### src/rtl/wps_receive.sv
// rtl/wps_receive.sv - DE-qualified video capture into a dual-bank ping-pong line RAM
// Optional macro WPS_RX_CHECKSUM_EN adds frame_checksum / frame_checksum_valid.
module wps_receive #(
  parameter int DATA_W          = 24,
  parameter int PIX_PER_LINE    = 80,
  parameter int LINES_PER_FRAME = 1080,
  parameter int LINES_PER_BANK  = 8,
  parameter int ADDR_W          = 10
) (
  input  logic              clk,
  input  logic              rst,
  input  logic              start,
  input  logic [31:0]       frame_num_in,
  input  logic              h_sync_in,
  input  logic              v_sync_in,
  input  logic              de_in,
  input  logic [DATA_W-1:0] pix_data_in,
  output logic              wr_en,
  output logic              wr_bank,
  output logic [ADDR_W-1:0] wr_addr,
  output logic [DATA_W-1:0] wr_data,
  output logic [1:0]        bank_full,
  input  logic [1:0]        bank_release,
  output logic              busy,
  output logic              done,
  output logic              overflow,
  output logic              frame_err
`ifdef WPS_RX_CHECKSUM_EN
  ,
  output logic [31:0]       frame_checksum,
  output logic              frame_checksum_valid
`endif
);

  localparam int PC_W = $clog2(PIX_PER_LINE + 1);
  localparam int LC_W = $clog2(LINES_PER_FRAME + 1);
  localparam int LB_W = $clog2(LINES_PER_BANK + 1);

  typedef enum logic [2:0] {
    S_IDLE, S_WAIT_VSYNC, S_SKIP_OFFSET, S_CAPTURE, S_DONE
  } state_t;

  state_t            state_q;
  logic              hs_unused_q, vs_q, vs_qq, de_q, de_qq;
  logic [DATA_W-1:0] pix_q;
  logic              wr_en_q, wr_bank_q;
  logic [ADDR_W-1:0] wr_addr_q;
  logic [DATA_W-1:0] wr_data_q;
  logic [1:0]        bank_full_q;
  logic              busy_q, done_q, overflow_q, frame_err_q;
  logic [31:0]       frame_num_reg_q, frame_cnt_q;
  logic [LC_W-1:0]   line_cnt_q;
  logic [LB_W-1:0]   lib_q;
  logic [PC_W-1:0]   pix_cnt_q;
  logic              cur_bank_q, drop_q;

  logic              vs_rise, de_rise, de_fall, drop_now, wr_now;
  logic              line_end, early, frame_end;
  logic [PC_W-1:0]   pix_idx;
  logic [LC_W-1:0]   line_cnt_inc;
  logic [ADDR_W-1:0] wr_addr_d;
  logic [LB_W-1:0]   lib_d;
  logic              cur_bank_d;
  logic [1:0]        set_mask, bank_full_d;

  always_comb begin
    vs_rise      = vs_q & ~vs_qq;
    de_rise      = de_q & ~de_qq;
    de_fall      = ~de_q & de_qq;
    // The drop decision is taken on the first pixel and held for the whole line
    drop_now     = de_rise ? bank_full_q[cur_bank_q] : drop_q;
    pix_idx      = de_rise ? '0 : pix_cnt_q;
    wr_now       = (state_q == S_CAPTURE) && de_q && !drop_now &&
                   (pix_idx < PC_W'(PIX_PER_LINE));
    wr_addr_d    = ADDR_W'(lib_q) * ADDR_W'(PIX_PER_LINE) + ADDR_W'(pix_idx);
    line_end     = (state_q == S_CAPTURE) && de_fall && !vs_rise;
    early        = (state_q == S_CAPTURE) && vs_rise;
    line_cnt_inc = line_cnt_q + LC_W'(1);
    frame_end    = (line_end && (line_cnt_inc == LC_W'(LINES_PER_FRAME))) || early;

    lib_d      = lib_q;
    cur_bank_d = cur_bank_q;
    set_mask   = '0;
    if (line_end && !drop_q) begin
      if (lib_q == LB_W'(LINES_PER_BANK - 1)) begin
        set_mask[cur_bank_q] = 1'b1;
        cur_bank_d           = ~cur_bank_q;
        lib_d                = '0;
      end else begin
        lib_d = lib_q + LB_W'(1);
      end
    end
    if (frame_end && (lib_d != '0)) begin
      set_mask[cur_bank_d] = 1'b1;
      cur_bank_d           = ~cur_bank_d;
      lib_d                = '0;
    end
    bank_full_d = (bank_full_q & ~bank_release) | set_mask;
  end

  always_ff @(posedge clk or posedge rst) begin
    if (rst) begin
      state_q         <= S_IDLE;
      hs_unused_q     <= 1'b0;
      vs_q            <= 1'b0;
      vs_qq           <= 1'b0;
      de_q            <= 1'b0;
      de_qq           <= 1'b0;
      pix_q           <= '0;
      wr_en_q         <= 1'b0;
      wr_bank_q       <= 1'b0;
      wr_addr_q       <= '0;
      wr_data_q       <= '0;
      bank_full_q     <= '0;
      busy_q          <= 1'b0;
      done_q          <= 1'b0;
      overflow_q      <= 1'b0;
      frame_err_q     <= 1'b0;
      frame_num_reg_q <= '0;
      frame_cnt_q     <= '0;
      line_cnt_q      <= '0;
      lib_q           <= '0;
      pix_cnt_q       <= '0;
      cur_bank_q      <= 1'b0;
      drop_q          <= 1'b0;
    end else begin
      hs_unused_q <= h_sync_in;
      vs_q        <= v_sync_in;
      vs_qq       <= vs_q;
      de_q        <= de_in;
      de_qq       <= de_q;
      pix_q       <= pix_data_in;
      wr_en_q     <= wr_now;
      if (wr_now) begin
        wr_bank_q <= cur_bank_q;
        wr_addr_q <= wr_addr_d;
        wr_data_q <= pix_q;
        pix_cnt_q <= pix_idx + PC_W'(1);
      end else if (de_rise) begin
        pix_cnt_q <= '0;
      end
      bank_full_q <= bank_full_d;
      lib_q       <= lib_d;
      cur_bank_q  <= cur_bank_d;
      done_q      <= 1'b0;
      if ((state_q == S_CAPTURE) && de_rise) begin
        drop_q <= bank_full_q[cur_bank_q];
        if (bank_full_q[cur_bank_q]) overflow_q <= 1'b1;
      end
      if (line_end) line_cnt_q <= line_cnt_inc;

      case (state_q)
        S_IDLE: begin
          if (start && (frame_num_in != 32'd0)) begin
            frame_num_reg_q <= frame_num_in - 32'd1;
            frame_cnt_q     <= '0;
            overflow_q      <= 1'b0;
            frame_err_q     <= 1'b0;
            busy_q          <= 1'b1;
            state_q         <= S_WAIT_VSYNC;
          end
        end
        S_WAIT_VSYNC: begin
          if (vs_rise) begin
            line_cnt_q <= '0;
            state_q    <= S_SKIP_OFFSET;
          end
        end
        S_SKIP_OFFSET: begin
          if (de_fall) state_q <= S_CAPTURE;
        end
        S_CAPTURE: begin
          if (frame_end) begin
            if (early) frame_err_q <= 1'b1;
            if (frame_cnt_q == frame_num_reg_q) begin
              done_q  <= 1'b1;
              state_q <= S_DONE;
            end else begin
              frame_cnt_q <= frame_cnt_q + 32'd1;
              if (early) begin
                line_cnt_q <= '0;
                state_q    <= S_SKIP_OFFSET;
              end else begin
                state_q <= S_WAIT_VSYNC;
              end
            end
          end
        end
        S_DONE: begin
          busy_q  <= 1'b0;
          state_q <= S_IDLE;
        end
        default: state_q <= S_IDLE;
      endcase
    end
  end

  assign wr_en     = wr_en_q;
  assign wr_bank   = wr_bank_q;
  assign wr_addr   = wr_addr_q;
  assign wr_data   = wr_data_q;
  assign bank_full = bank_full_q;
  assign busy      = busy_q;
  assign done      = done_q;
  assign overflow  = overflow_q;
  assign frame_err = frame_err_q;

`ifdef WPS_RX_CHECKSUM_EN
  logic [31:0] csum_acc_q, csum_q, pix_ext;
  logic        csum_valid_q;

  assign pix_ext = 32'(pix_q);

  // The published value includes a write issued in the same cycle as the frame end
  always_ff @(posedge clk or posedge rst) begin
    if (rst) begin
      csum_acc_q   <= '0;
      csum_q       <= '0;
      csum_valid_q <= 1'b0;
    end else begin
      csum_valid_q <= frame_end;
      if (frame_end) csum_q <= csum_acc_q + (wr_now ? pix_ext : 32'd0);
      if (vs_rise)     csum_acc_q <= wr_now ? pix_ext : 32'd0;
      else if (wr_now) csum_acc_q <= csum_acc_q + pix_ext;
    end
  end

  assign frame_checksum       = csum_q;
  assign frame_checksum_valid = csum_valid_q;
`endif

endmodule

### config.mk
export PLATFORM = sky130hd
export DESIGN_NAME = wps_receive
export DESIGN_NICKNAME = d
export VERILOG_FILES = /design/src/rtl/wps_receive.sv
export SDC_FILE = /design/constraint.sdc
export NUM_CORES = 1
export LEC_CHECK = 0
export CAP_MARGIN = 20
export CORE_MARGIN = 5
export CORE_UTILIZATION = 56
export DETAILED_ROUTE_END_ITERATION = 16
export PLACE_DENSITY = 0.89
export SLEW_MARGIN = 10
export SYNTH_ARGS = -nofsm -noshare
export SYNTH_HDL_FRONTEND = slang
export SYNTH_SLANG_ARGS = --single-unit
export TNS_END_PERCENT = 20
### constraint.sdc
create_clock -name clk -period 7.55 [get_ports clk]
set_input_delay 1.8875 -clock clk [delete_from_list [all_inputs] [get_ports clk]]
set_output_delay 1.8875 -clock clk [all_outputs]
set_load 0.02 [all_outputs]
Word-level counts from Yosys, hierarchy flattened
Cells that the tools add are included.
{"block": "word_totals", "regBits": 161, "inputBits": 64, "out_inout_bits": 42, "elab_cells": 134}
{"block": "classes", "add_sub_neg": 6, "multipliers": 1, "order_cmp": 5, "n_eq_ne": 13, "muxes": 48, "bitwise_logic": 12, "reduce_logical": 27}
{"op": "32-bit two-way mux", "n": 3}
{"op": "32-bit one-hot mux with 2 select lines", "n": 1}
{"op": "11-bit two-way mux", "n": 5}
{"op": "32-bit by 1-bit adder with 32-bit output (second input constant)", "n": 1}
{"op": "32-bit == test", "n": 1}
{"op": "32-bit nonzero test", "n": 1}
{"op": "32-bit by 1-bit subtractor with 32-bit output (second input constant)", "n": 1}
{"op": "11-bit one-hot mux with 2 select lines", "n": 1}
{"op": "1-bit two-way mux", "n": 19}
{"op": "3-bit two-way mux", "n": 5}
{"op": "7-bit two-way mux", "n": 2}
{"op": "1-bit logical AND", "n": 13}
{"op": "4-bit two-way mux", "n": 3}
{"op": "2-bit inequality test (second input constant)", "n": 6}
{"op": "3-bit one-hot mux with 4 select lines", "n": 1}
{"op": "4-bit AND reduction", "n": 3}
{"op": "11-bit by 1-bit adder with 11-bit output (second input constant)", "n": 1}
{"op": "11-bit == test (second input constant)", "n": 1}
{"op": "10-bit by 7-bit adder with 10-bit output", "n": 1}
{"op": "2-bit two-way mux", "n": 4}
{"op": "7-bit by 1-bit adder with 7-bit output (second input constant)", "n": 1}
{"op": "7-bit less-than comparator (second input constant)", "n": 1}
{"op": "3-bit by 2-bit == test with 1-bit output (second input constant)", "n": 2}
{"op": "4-bit by 3-bit multiplier with 6-bit output (second input constant)", "n": 1}
{"op": "19 further kinds", "n": 34}

Depth between registers and ports, before layout
Gate-level depths: netlist of run 1.
{"block": "logic_depth", "word_depth": 13, "ltp_mapped": 10, "mapped_depth_nobuf": 9}

Worst setup path after synthesis of run 1
No wires, ideal clock.
{"block": "synth_timing", "path_kind": "input -> register", "start": "input frame_num_in[27]", "end": "register frame_cnt_q[17]", "setup_time_ns": 0.083, "arrival_time_ns": 3.986, "required_time_ns": 7.467, "slack_ns": 3.481, "path_stages": 8, "n_path_buf": 1, "path_cell_list": "or4_1 -> or3_1 -> o41ai_2 -> nor3_1 -> o21bai_1 -> buf_2 -> nor3_1 -> o22ai_1"}
{"block": "synth_via", "elab_chain_len": 4}
{"item": "start: declaration", "line": "13", "text": "input logic [31:0] frame_num_in,"}
{"item": "32-bit nonzero test", "line": "154", "text": "if (start && (frame_num_in != 32'd0)) begin"}
{"item": "1-bit logical AND", "line": "154"}
{"item": "2-bit inequality test (no source line)"}
{"item": "4-bit AND reduction (no source line)"}
{"item": "end signal: assignment", "line": "179", "text": "frame_cnt_q <= frame_cnt_q + 32'd1;"}
{"item": "end: declaration", "line": "51", "text": "logic [31:0] frame_num_reg_q, frame_cnt_q;"}
Every way passes these cells.
A chain may end at the register's enable or synchronous reset.

Final worst setup path of run 1
{"block": "layout_timing", "start": "input frame_num_in[25]", "end": "register frame_cnt_q[3]"}
The elaborated chain is that of the path after synthesis.

==> flow_metrics.tcl, run 1 <==
set metrics [dict create \
    outcome "finished clean" \
    crit_family "simple AND/OR/NAND/NOR gates" \
    synth_ff_type "dfrtp_1" \
    die-height_um 130 \
    vias_per_cell 5.78 \
    path_class "in2reg" \
    grt_pass1_wl_mm 30.5 \
    reg2reg_depth 9 \
    min_period_over_period_pct 62.3 \
    placed_area_um2 9200 \
    regToRegSetupSlack_ns 4.30 \
    drtAntennaViolNets 0 \
    mostFrequentLayoutCells "dfrtp_1 (161), nand2_1 (129), clkdlybuf4s50_1 (104)" \
    cts_tree "built" \
    rsz0062_at_grt "false" \
    htreeDepth 4 \
    area_growth_pct 22.1 \
    worst_path_max_delay_cell "o41ai_2" \
    multi_input_area_um2 3740 \
    drc_errors 0 \
    yosysTopAreaCell "dfrtp_1" \
    clockBufferDepth 2 \
    switching_share_pct 36.2 \
    clk_latency_ns 0.43 \
    power_frac_comb_pct 32.3 \
    routed_wl_mm 18.2 \
    clk_pin_slew_worst_paths_ns 0.06 \
    dieWidth_um 130 \
    clock_sinks 161 \
    p_clk_share_pct 28.0 \
    drt_iter0_markers 586 \
    clk_root_buffer_cell "clkbuf_16" \
    grt_max_degree 106 \
    powerDensity_nw_per_um2 318 \
    synth-edff-count 0 \
    worstReg2RegEnd "frame_cnt_q[30]" \
    ys_types 56 \
    grt_usage_pct 22.6 \
    worst_pin_slew_ns 0.915 \
    crit_chain "clkdlybuf4s50_1 -> or4_1 -> or3_1 -> o41ai_2 -> nor3_1 -> o21bai_2 -> buf_4 -> or2_1 -> o211ai_1" \
    min_to "vs_qq" \
    dp_hpwl_mm 12.1 \
    reg2reg_from "line_cnt_q[0]" \
    seqPwrFrac_pct 39.7 \
    avgSynthCellArea_um2 9.44 \
    setup_viol 0 \
    synth_seq_cells 161 \
    grt_overflow 0 \
    cts-resized-gates 0 \
    cts_setup_buffers 0 \
    min_path_cells 0 \
    ys_seq_area_share_pct 50.2 \
    rows 43 \
    hp-start "vs_q" \
    vdd_drop_max_mv 0.187 \
    drive_gt1_share_pct 6.22 \
    syn_nets 930 \
    cp.arrival_ns 5.01 \
    period_minus_slack_ns 4.70 \
    async_flop_share_pct 100 \
    hold_viol 0 \
    worst-endpoint-required_ns 7.85 \
    final_common_cell "dfrtp_1" \
    nets 1015 \
    cp-end-kind "flop" \
    synth_area_leaders "dfrtp_1 (50%), xor2_1 (6.2%), nand2_1 (6.0%)" \
    cts_buffers 17 \
    dr.pass1.iters 7 \
    hold_path_class "reg2reg" \
    worstPathMaxFanout 32 \
    clock-skew-final_ns 0.0117 \
    p_int_mw 1.99 \
    synth_area_um2 8020 \
    antenna_found_initial 0 \
    drv_cap 0 \
    post_drt_wl_per_cell_um 16.2 \
    start_util_pct 57.4 \
    slew_viol_final 0 \
    yosysWarningCount 0 \
    die_area_um2 16800 \
    final_cell_area_um2 9800 \
    core-area_um2 14000 \
    fmax_mhz 213 \
    fin_tns_setup_ns 0 \
    netlist.area_leader.share_pct 50.2 \
    p_leak_nw 4.17 \
    whs_ns 0.375 \
    cts_hold_buffers 0 \
    start_kind "primary input" \
    synth_cells 850 \
    grt_pass1_vias 6295 \
    cp.buffers_inverters 2 \
    ios 106 \
    io_buffers 104 \
    vias 6523 \
    p_switching_mw 1.13 \
    fill_cells 1048 \
    diodes 0 \
    seqCellArea_um2 4030 \
    gp_congestion 0.821 \
    cpPeakStageDelay_ns 0.68 \
    slew_headroom_pct 39.0 \
]
## worst max path at each step
stage	from	to	slack (ns)	cells past startpoint
floorplan	rst	bank_full[0]	1.31	1
global placement	frame_num_in[25]	frame_cnt_q[3]	2.50	9
detailed placement	frame_num_in[25]	frame_cnt_q[3]	2.45	9
CTS	frame_num_in[25]	frame_cnt_q[3]	2.92	9
global route	frame_num_in[0]	frame_cnt_q[3]	2.64	11
finish	frame_num_in[25]	frame_cnt_q[3]	2.85	9
## Yosys cell counts, drive strengths merged, types with 3 or more instances
| cell type | count |
|---|---|
| nor2 | 87 |
| nand2 | 129 |
| o21ai | 36 |
| or4 | 5 |
| a21oi | 47 |
| nor4 | 16 |
| o31ai | 42 |
| nand3b | 4 |
| nand3 | 20 |
| nor4b | 3 |
| dfrtp | 161 |
| o41ai | 5 |
| and2 | 10 |
| mux2i | 4 |
| xnor2 | 26 |
| and3 | 6 |
| xor2 | 57 |
| nor3b | 6 |
| a31oi | 10 |
| or3 | 7 |
| inv | 22 |
| clkbuf | 38 |
| or2 | 4 |
| ha | 14 |
| nand4 | 17 |
| nor3 | 20 |
| and4 | 3 |
| buf | 10 |
| o21bai | 3 |
| nand2b | 10 |
| nor2b | 6 |
## per-layer routing
metal | vias up | routed length [um] | global-route usage [%]
met2 | 205 | 8930 | 37.5
met4 | 0 | 463 | 9.17
met5 | - | 0 | 0
met3 | 43 | 989 | 4.05
li1 | 3113 | - | -
met1 | 3162 | 7840 | 29.5
## final cells by class
cell class | instances | share of cell area [%]
clock buffers | 18 | 4.38
clock inverters | 14 | 1.75
inverters | 22 | 0.894
multi-input cells | 619 | 38.2
flip-flops and latches | 161 | 41.1
well taps | 180 | 2.30
repair buffers | 114 | 11.4
## power by group through the flow
stage	Sequential, mW	Clock, mW	Combinational [mW]
detailed placement	1.25	0	0.997
global placement	1.23	0	0.956
finish	1.24	0.874	1.01
global route	1.26	0.927	1.11
CTS	1.24	0.884	1.01
floorplan	1.31	0	0.546
## flip-flops by register name, summed over array words and instances, names as in the netlist, 2 cells and up
register,flops
frame_cnt_q,32
frame_num_reg_q,32
pix_q,24
wr_data,24
line_cnt_q,11
wr_addr,10
pix_cnt_q,7
lib_q,4
state_q,3
bank_full,2
## stage by stage
step                std cells  total power [mW]  worst slack (ns)  utilization (%)
floorplan                 850              1.86              1.31                -
global placement         1096              2.19              2.50             65.8
detailed placement       1096              2.25              2.45             65.8
CTS                      1128              3.13              2.92             70.1
global route             1128              3.30              2.64             70.1
finish                   1128              3.12              2.85             70.1
## logic make-up after synthesis
kind of cell             count (synthesis)  synth area share [%]
XOR/XNOR                                83                  9.06
AND/OR/NAND/NOR                        355                  21.0
adder cells (fa/ha/maj)                 16                  2.68
AO/OA/AOI/OAI                          160                  13.0
multiplexers                             5                 0.639
buffers and inverters                   70                  3.40
flip-flops                             161                  50.2
Power figures use the tool's default switching activity.
==> inputs of run 2 (changes only) <==
Clock period 7.55 ns to 4.9 ns, I/O delays scaled along.
==> run 2 against run 1 <==
Effect of this change: via count is 1.7% lower; die area stayed put; sequential share of layout area about the same; total power is 51% higher; combinational power is 53% higher; final cell count is the same; clock-buffer cell count increased by 1; largest cell class unchanged; utilization is essentially flat; highest routed layer unchanged; hold slack hardly changed; sequential power up 52%; cell area is essentially flat.
==> flow_metrics.tcl, run 2 (synthesized netlist as in run 1, its figures left out) <==
set metrics [dict create \
    outcome "finished clean" \
    cpPeakStageDelay_ns 0.62 \
    cts_buffers 17 \
    vias 6414 \
    grt_pass1_vias 6181 \
    io_buffers 104 \
    vdd_drop_max_mv 0.280 \
    grt_max_degree 162 \
    routed_wl_mm 17.5 \
    placed_area_um2 9220 \
    fmax_mhz 259 \
    drtAntennaViolNets 0 \
    dieWidth_um 130 \
    ios 106 \
    worst_pin_slew_ns 0.844 \
    core-area_um2 14000 \
    top_regs "frame_cnt_q x32, frame_num_reg_q x32" \
    powerDensity_nw_per_um2 482 \
    clk_latency_ns 0.43 \
    period_minus_slack_ns 3.85 \
    post_drt_wl_per_cell_um 15.5 \
    clk_root_buffer_cell "clkbuf_16" \
    drt_iter0_markers 580 \
    cts_tree "built" \
    p_clk_share_pct 27.0 \
    seqPwrFrac_pct 40.1 \
    fin_tns_setup_ns 0 \
    diodes 0 \
    pre_cts_ws_ns 0.618 \
    mostFrequentLayoutCells "dfrtp_1 (161), nand2_1 (129), clkdlybuf4s50_1 (104)" \
    p_leak_nw 4.17 \
    hold_path_class "reg2reg" \
    drv_cap 0 \
    drive_gt1_share_pct 6.22 \
    clock_sinks 161 \
    nets 1015 \
    cp.arrival_ns 4.16 \
    reg2reg_from "state_q[2]" \
    seqCellArea_um2 4030 \
    cts_hold_buffers 0 \
    power_frac_comb_pct 32.9 \
    worstPathMaxFanout 32 \
    path_class "in2reg" \
    cp.buffers_inverters 2 \
    grt_overflow 0 \
    grt_pass1_wl_mm 29.6 \
    cts_setup_buffers 0 \
    final_common_cell "dfrtp_1" \
    p_int_mw 3.04 \
    crit_start "frame_num_in[25]" \
    clk_pin_slew_worst_paths_ns 0.06 \
    slew_viol_final 0 \
    clock-skew-final_ns 0.00710 \
    crit_family "simple AND/OR/NAND/NOR gates" \
    finalPower_mw 4.72 \
    gp_congestion 0.853 \
    die_area_um2 16800 \
    dp_hpwl_mm 11.7 \
    cts-resized-gates 0 \
    worst_path_max_delay_cell "o41ai_2" \
    die-height_um 130 \
    slew_headroom_pct 43.7 \
    fill_cells 1024 \
    area_growth_pct 22.1 \
    p_switching_mw 1.69 \
    dr.pass1.iters 5 \
    setup_viol 0 \
    multi_input_area_um2 3740 \
    setup_ws_ns 1.05 \
    start_util_pct 57.4 \
    drc_errors 0 \
    cp-end-kind "flop" \
    worst-endpoint-required_ns 5.20 \
    htreeDepth 4 \
    whs_ns 0.375 \
    rows 43 \
    grt_usage_pct 21.9 \
    hold_viol 0 \
    switching_share_pct 35.7 \
    hp-start "vs_q" \
    clockBufferDepth 2 \
    start_kind "primary input" \
    final_cell_area_um2 9800 \
    min_period_over_period_pct 78.7 \
    crit_chain "clkdlybuf4s50_1 -> or4_1 -> or3_1 -> o41ai_2 -> nor3_1 -> o21bai_2 -> buf_12 -> or2_1 -> o211ai_1" \
    antenna_found_initial 0 \
    rsz0062_at_grt "false" \
    vias_per_cell 5.69 \
]
run 2: final timing paths:
kind / end / slack (ns) / cells after the start
worst max-delay path: frame_cnt_q[3] / 1.05 / 9
worst min-delay path: vs_qq / 0.37 / 0
worst max register to register: frame_cnt_q[5] / 1.47 / 8
worst min register to register: vs_qq / 0.37 / 0
max in group asynchronous: pix_q[1] / 2.90 / 3
min in group asynchronous: frame_num_reg_q[1] / 1.39 / 3
run 2: worst reg2reg max path, cell delays in order (launching register included):
cell and delay, ns:
dfrtp_1 0.50, nand3b_1 0.21, buf_4 0.26, nor3_2 0.58, nand3_1 0.22, a2111oi_4 0.47, o211ai_2 0.41, buf_4 0.34
o41ai_2 0.33
run 2: power by group through the flow:
stage	Sequential, mW	Combinational (mW)	Clock, mW
6_report	1.89	1.55	1.28
3_3_place_gp	1.90	1.50	0
4_1_cts	1.90	1.56	1.29
2_1_floorplan	2.02	0.841	0
5_1_grt	1.94	1.72	1.36
3_5_place_dp	1.92	1.55	0
run 2: cell type report:
type                    instances  share of cell area [%]
clock buffers                  19                    4.52
clock inverters                13                    1.33
well taps                     180                    2.30
repair buffers                114                    11.6
inverters                      22                   0.881
flip-flops and latches        161                    41.1
multi-input cells             619                    38.2
run 2: metal layers:
| layer | routed length, um | GRT usage [%] | vias to the layer above | part of all wire [%] |
|---|---|---|---|---|
| met5 | 0 | 0 | - | 0 |
| li1 | - | - | 3098 | - |
| met3 | 964 | 3.89 | 42 | 5.5 |
| met2 | 8450 | 35.8 | 206 | 48 |
| met4 | 556 | 10.1 | 0 | 3.2 |
| met1 | 7480 | 28.6 | 3068 | 43 |
run 2: metrics by stage:
step                util (%)  std cells
CTS                     70.0       1128
detailed placement      65.9       1096
floorplan                  -        850
finish                  70.0       1128
global route            70.0       1128
global placement        65.9       1096
